<file path="src/rtl/gf2_div_pkg.sv">
// Shared types, default widths and index-width helper for the GF(2) polynomial divider.
package gf2_div_pkg;

   typedef enum logic [1:0] {StIdle, StRun, StDone} state_e;

   localparam int unsigned DefM = 16;
   localparam int unsigned DefN = 8;

   // Width needed to index a w-bit vector; never less than one bit.
   function automatic int unsigned idx_w(input int unsigned w);
      return (w > 1) ? $clog2(w) : 1;
   endfunction

endpackage

</file>
<file path="src/rtl/gf2_poly_div_if.sv">
// Operand/result handshake bundle for gf2_poly_div; master drives operands, slave is the divider.
interface gf2_poly_div_if
   import gf2_div_pkg::*;
#(
   parameter int unsigned M = DefM,
   parameter int unsigned N = DefN
);

   logic         in_valid;
   logic         in_ready;
   logic [M-1:0] dividend;
   logic [N-1:0] divisor;
   logic         out_valid;
   logic         out_ready;
   logic [M-1:0] quotient;
   logic [N-2:0] remainder;
   logic         div_by_zero;

   modport master (
      output in_valid, dividend, divisor, out_ready,
      input  in_ready, out_valid, quotient, remainder, div_by_zero
   );

   modport slave (
      input  in_valid, dividend, divisor, out_ready,
      output in_ready, out_valid, quotient, remainder, div_by_zero
   );

endinterface

</file>
<file path="src/rtl/gf2_deg_enc.sv">
// Highest-set-bit priority encoder: o_idx is the polynomial degree, o_nonzero flags a nonzero input.
module gf2_deg_enc
   import gf2_div_pkg::*;
#(
   parameter int unsigned W    = 8,
   parameter int unsigned IdxW = idx_w(W)
) (
   input  logic [W-1:0]    i_vec,
   output logic [IdxW-1:0] o_idx,
   output logic            o_nonzero
);

   always_comb begin
      o_idx = '0;
      for (int unsigned j = 0; j < W; j++) begin
         if (i_vec[j]) o_idx = IdxW'(j);
      end
   end

   assign o_nonzero = |i_vec;

endmodule

</file>
<file path="src/rtl/gf2_poly_div.sv">
// Sequential GF(2) long divider, one quotient bit per cycle behind valid/ready handshakes.
// Optional GF2_DIV_EARLY_TERM_EN starts the walk at deg(dividend) instead of bit M-1.
module gf2_poly_div
   import gf2_div_pkg::*;
#(
   parameter int unsigned M = DefM,
   parameter int unsigned N = DefN
) (
   input  logic          clk,
   input  logic          rst_n,
   gf2_poly_div_if.slave bus
);

   localparam int unsigned IW = idx_w(M);
   localparam int unsigned KW = idx_w(N);

   state_e         r_state, w_state_d;
   logic [M-1:0]   r_a, w_a_d;
   logic [N-2:0]   r_b, w_b_d;
   logic [KW-1:0]  r_k, w_k_d;
   logic [N-2:0]   r_r, w_r_d;
   logic [M-1:0]   r_q, w_q_d;
   logic [IW-1:0]  r_i, w_i_d;
   logic           r_dbz, w_dbz_d;

   logic [KW-1:0]  w_b_deg;
   logic           w_b_nz;
   logic [IW-1:0]  w_start;
   logic           w_a_nz;
   logic [N-1:0]   w_shift;
   logic           w_hit;

   gf2_deg_enc #(.W(N)) u_b_deg (
      .i_vec     (bus.divisor),
      .o_idx     (w_b_deg),
      .o_nonzero (w_b_nz)
   );

`ifdef GF2_DIV_EARLY_TERM_EN
   gf2_deg_enc #(.W(M)) u_a_deg (
      .i_vec     (bus.dividend),
      .o_idx     (w_start),
      .o_nonzero (w_a_nz)
   );
`else
   assign w_start = IW'(M - 1);
   assign w_a_nz  = 1'b1;
`endif

   // The reduction always clears bit k, so the top divisor bit never needs to be stored.
   assign w_shift = {r_r, r_a[r_i]};
   assign w_hit   = w_shift[r_k];

   always_comb begin
      w_state_d = r_state;
      w_a_d     = r_a;
      w_b_d     = r_b;
      w_k_d     = r_k;
      w_r_d     = r_r;
      w_q_d     = r_q;
      w_i_d     = r_i;
      w_dbz_d   = r_dbz;
      unique case (r_state)
         StIdle: begin
            if (bus.in_valid) begin
               w_a_d     = bus.dividend;
               w_b_d     = bus.divisor[N-2:0];
               w_k_d     = w_b_deg;
               w_r_d     = '0;
               w_q_d     = '0;
               w_i_d     = w_start;
               w_dbz_d   = ~w_b_nz;
               w_state_d = (w_b_nz && w_a_nz) ? StRun : StDone;
            end
         end
         StRun: begin
            w_r_d        = w_shift[N-2:0] ^ (r_b & {(N-1){w_hit}});
            w_q_d[r_i]   = w_hit;
            if (r_i == '0) w_state_d = StDone;
            else           w_i_d     = r_i - IW'(1);
         end
         StDone: begin
            if (bus.out_ready) w_state_d = StIdle;
         end
         default: w_state_d = StIdle;
      endcase
   end

   always_ff @(posedge clk or negedge rst_n) begin
      if (!rst_n) begin
         r_state <= StIdle;
         r_a     <= '0;
         r_b     <= '0;
         r_k     <= '0;
         r_r     <= '0;
         r_q     <= '0;
         r_i     <= '0;
         r_dbz   <= 1'b0;
      end else begin
         r_state <= w_state_d;
         r_a     <= w_a_d;
         r_b     <= w_b_d;
         r_k     <= w_k_d;
         r_r     <= w_r_d;
         r_q     <= w_q_d;
         r_i     <= w_i_d;
         r_dbz   <= w_dbz_d;
      end
   end

   assign bus.in_ready    = (r_state == StIdle);
   assign bus.out_valid   = (r_state == StDone);
   assign bus.quotient    = r_q;
   assign bus.remainder   = r_r;
   assign bus.div_by_zero = r_dbz;

endmodule

</file>
<file path="src/flat_wrapper.sv">
// flat-port wrapper written by rule: the top's interface ports become plain ports
module gf2_poly_div_flat import gf2_div_pkg::*;
#(
   parameter int unsigned M = DefM,
   parameter int unsigned N = DefN
)
  (clk, rst_n, bus_in_valid, bus_dividend, bus_divisor, bus_out_ready, bus_in_ready, bus_out_valid, bus_quotient, bus_remainder, bus_div_by_zero);
  gf2_poly_div_if #(.M(M), .N(N)) bus_i ();
  input  logic clk;
  input  logic rst_n;
  input wire logic [$bits(bus_i.in_valid)-1:0] bus_in_valid;
  input wire logic [$bits(bus_i.dividend)-1:0] bus_dividend;
  input wire logic [$bits(bus_i.divisor)-1:0] bus_divisor;
  input wire logic [$bits(bus_i.out_ready)-1:0] bus_out_ready;
  output wire logic [$bits(bus_i.in_ready)-1:0] bus_in_ready;
  output wire logic [$bits(bus_i.out_valid)-1:0] bus_out_valid;
  output wire logic [$bits(bus_i.quotient)-1:0] bus_quotient;
  output wire logic [$bits(bus_i.remainder)-1:0] bus_remainder;
  output wire logic [$bits(bus_i.div_by_zero)-1:0] bus_div_by_zero;
  assign bus_i.in_valid = bus_in_valid;
  assign bus_i.dividend = bus_dividend;
  assign bus_i.divisor = bus_divisor;
  assign bus_i.out_ready = bus_out_ready;
  assign bus_in_ready = bus_i.in_ready;
  assign bus_out_valid = bus_i.out_valid;
  assign bus_quotient = bus_i.quotient;
  assign bus_remainder = bus_i.remainder;
  assign bus_div_by_zero = bus_i.div_by_zero;
  gf2_poly_div #(.M(M), .N(N)) u_core (.clk(clk), .rst_n(rst_n), .bus(bus_i));
endmodule
</file>
<file path="config.mk">
export PLATFORM = sky130hd
export DESIGN_NAME = gf2_poly_div_flat
export DESIGN_NICKNAME = d
export VERILOG_FILES = /design/src/rtl/gf2_div_pkg.sv /design/src/rtl/gf2_poly_div_if.sv /design/src/rtl/gf2_deg_enc.sv /design/src/rtl/gf2_poly_div.sv /design/src/flat_wrapper.sv
export SDC_FILE = /design/constraint.sdc
export NUM_CORES = 1
export LEC_CHECK = 0
export CAP_MARGIN = 40
export CELL_PAD_IN_SITES_DETAIL_PLACEMENT = 0
export CELL_PAD_IN_SITES_GLOBAL_PLACEMENT = 1
export CORE_ASPECT_RATIO = 1.4
export CORE_UTILIZATION = 40
export DETAILED_ROUTE_END_ITERATION = 8
export HOLD_SLACK_MARGIN = 0.06
export PLACE_DENSITY_LB_ADDON = 0.12
export SLEW_MARGIN = 20
export SYNTH_ARGS = -nofsm -noshare
export SYNTH_HDL_FRONTEND = slang
export SYNTH_SLANG_ARGS = --single-unit
</file>
<file path="constraint.sdc">
create_clock -name clk -period 2.8 [get_ports clk]
set_clock_uncertainty 0.15 [all_clocks]
set_input_delay 0.56 -clock clk [delete_from_list [all_inputs] [get_ports clk]]
set_output_delay 0.56 -clock clk [all_outputs]
set_load 0.03 [all_outputs]
</file>
==> impl_metrics.yaml <==
synthesis:
  synthFlopType: "dfrtp_1"
  yosysUniqueCellTypes: 43
  synth-simple-area-share: 0.195
  async_reset_ff_frac: 1.00
  synthXorXnorAreaFrac: 0.00307
  avgSynthCellArea_um2: 9.52
  synth_top_family_by_area: "simple AND/OR/NAND/NOR gates"
  syn-cell-area_um2: 2860
  synth_warnings: 0
  yosysSeqAreaShare: 0.491
  netlist_instances: 300
  muxShareOfSynthArea: 0.0666
  synth_fa_ha_area_frac: 0.0175
  synth-edff-count: 0
  synth_nets: 332
  ys_ff_latch: 56
  synth_compound_area_frac: 0.178
clocking:
  clockBufferDepth: 2
  cts_tree: "built"
  cts_sinks: 56
  cts_root_buf: "clkbuf_8"
  cts_buffers: 5
  htree_levels: 2
  clkTransAtPathRegs_ns: 0.09
  clk_latency_ns: 0.31
timing:
  rsz0062_at_grt: "false"
  tightest_slew_ns: 0.644
  fin_hold_ws_ns: 0.332
  final-hold-violation-count: 0
  slew_headroom: 0.570
  fmax_mhz: 408
  period_share: 0.875
  setup_viol: 0
  finalSetupTns_ns: 0
  layout_min_cycle_time_ns: 2.45
  slew_violations: 0
  finalWorstSetupSlack_ns: 0.350
worst_setup_path:
  crit_type: "register to primary output"
  r2r-start: "u_core.r_k[2]"
  crit_slowest_cell: "clkdlybuf4s50_1"
  crit_arrival_ns: 1.74
  r2r_setup_slack_ns: 0.39
  timing.critical_path.to_type: "primary output"
  cp_max_fo: 10
  r2r-end: "u_core.bus.quotient[14]"
  ff2ff_path_depth: 4
  required_ns: 2.09
  start_kind: "register"
  max_stage_delay_ns: 0.66
  path_depth: 3
  crit_family: "buffers and inverters"
  critPathLaunch: "u_core.r_state[0]"
  critPathBufInv: 2
  crit_end: "bus_out_valid"
  path_cells: "nand2b_1 -> inv_1 -> clkdlybuf4s50_1"
final_layout:
  drive_gt1_frac: 0.0718
  fin_area_um2: 3550
  syn_to_final_growth_pct: 24.4
  num_antenna_cells: 0
  fin_cells: 443
  final_nets: 379
placement:
  dp_slack_ns: 0.338
  postPlaceCellArea_um2: 3450
  io_buffers: 53
  place_congestion: 0.747
  dp_hpwl_um: 4720
  placed_cells: 434
floorplanning:
  ioPinCount: 54
  start_util: 0.412
  fp.dieW_um: 73.4
  core_area_um2: 6940
  die-area_um2: 7490
  rows: 36
  die_h_um: 102
power_and_ir_drop:
  switching_share: 0.448
  max-vdd-ir-drop_mv: 0.500
  p_per_area_nw_per_um2: 1060
  seqPwrFrac: 0.388
  switchingPower_mw: 1.69
  pwr-share-clk: 0.122
  p_int_mw: 2.08
  comb_power_share: 0.489
  p_leak_nw: 1.54
grt:
  antenna_found_initial: 0
  overflow: 0
  first_global_vias: 2267
  grtUsageTotal: 0.191
  grt_pass1_wl_um: 11000
  grt_max_degree: 38
drt:
  detail_route.first_pass.iterations: 4
  drtIter0Drc: 103
  wl_per_cell_um: 15.1
  vias: 2349
  via_per_inst: 5.30
  postRouteAntennaNets: 0
  totalWireLength_um: 6680
  drc_errors: 0
job:
  cap_violations: 0
run_status:
  status: "completed"
worst_hold_path:
  hold_path_class: "register to register"
-- worst min path at each step --
| stage | startpoint | end | cells after the start |
|---|---|---|---|
| floorplan | rst_n | u_core.bus.div_by_zero | 0 |
| global placement | u_core.r_a[0] | u_core.r_a[0] | 2 |
| detailed placement | u_core.r_a[4] | u_core.r_a[4] | 2 |
| CTS | u_core.r_a[9] | u_core.r_a[9] | 2 |
| global route | u_core.r_a[4] | u_core.r_a[4] | 2 |
| finish | u_core.r_a[9] | u_core.r_a[9] | 2 |
-- flip-flops by register name, indices dropped and copies added, names as in the netlist --
register / flops
u_core.bus.div_by_zero: 1
u_core.bus.quotient: 16
u_core.bus.remainder: 7
u_core.r_a: 16
u_core.r_b: 7
u_core.r_i: 4
u_core.r_k: 3
u_core.r_state: 2
-- routing by layer --
metal | GRT usage | share of wire | up-vias
met3 | 0.0256 | 0.029 | 6
met1 | 0.249 | 0.44 | 1127
met2 | 0.325 | 0.52 | 54
met5 | 0 | 0 | -
li1 | - | - | 1162
met4 | 0.0636 | 0.014 | 0
-- through the flow --
stage	total power, mW	util
final	3.77	0.512
after global routing	4.07	0.512
after CTS	3.81	0.512
after detailed placement	3.33	0.498
after global placement	3.29	0.498
after floorplan	2.75	-
-- cells in the mapped netlist (3+ instances only) --
cell type,n,area (um^2)
o41ai_1,3,26.3
nand3_1,4,20.0
mux2i_1,3,30.0
buf_6,3,33.8
nor3b_1,10,75.1
nand2_1,89,334
mux4_2,5,113
nor4_1,4,25.0
o311ai_1,6,52.6
ha_1,4,50.1
nor2_1,11,41.3
inv_1,11,41.3
o311ai_0,3,26.3
clkbuf_1,14,52.6
a221oi_1,4,35.0
o21ai_0,9,45.0
a21oi_1,9,45.0
nand2b_1,4,25.0
dfrtp_1,56,1400
o211ai_1,12,90.1
o31ai_1,11,82.6
-- worst register-to-register path, cell delays in order, from the launching register on --
cell and delay (ns):
dfrtp_1 0.51, mux2_1 0.35, mux4_2 0.66, nor2_1 0.47, o31ai_1 0.15
-- power groups by stage --
stage                     combinational [mW]  sequential, mW  clock (mW)
final                                   1.84            1.46       0.461
after global routing                    2.05            1.51       0.509
after CTS                               1.86            1.47       0.483
after detailed placement                1.85            1.48           0
after global placement                  1.82            1.47           0
after floorplan                         1.26            1.50           0
-- cell families (layout without fill, tap and decap cells) --
| kind of cell | count (synthesis) | count (layout) |
|---|---|---|
| compound gates | 69 | 69 |
| simple gates | 128 | 128 |
| xor+xnor | 1 | 1 |
| flops | 56 | 56 |
| buf+inv | 30 | 78 |
| fa+ha+maj | 4 | 4 |
| mux | 12 | 12 |
-- cell type report --
| class | count | area (um^2) |
|---|---|---|
| Clock buffer | 8 | 90.1 |
| Multi-Input combinational cell | 214 | 1320 |
| Fill cell | 672 | 3380 |
| Tap cell | 95 | 119 |
| Sequential cell | 56 | 1400 |
| Timing Repair Buffer | 59 | 586 |
| Inverter | 11 | 41.3 |
-- timing repair --
action,in CTS,in global routing
hold endpoints to repair,14,0
resized for setup,0,0
hold buffers,1,0
buffers inserted,0,0
-- placed cells by master (no fill, tap or decap), types with 2 or more instances in the layout --
master	Yosys	final
nor2_1	11	11
mux2i_1	3	3
a21oi_1	9	9
o311ai_0	3	3
clkdlybuf4s50_1	0	52
o2111ai_1	2	2
nand2b_1	4	4
o41ai_1	3	3
o21ai_0	9	9
clkbuf_8	0	6
nand2_1	89	89
mux2_2	2	2
o211ai_1	12	12
mux4_2	5	5
clkbuf_1	14	2
o311ai_1	6	6
inv_1	11	11
a221oi_1	4	4
o31ai_1	11	11
nor3b_1	10	10
buf_4	1	4
dfrtp_1	56	56
nor4_1	4	4
a21o_1	2	2
nand3_1	4	4
ha_1	4	4
(Power assumes the default switching activity.)
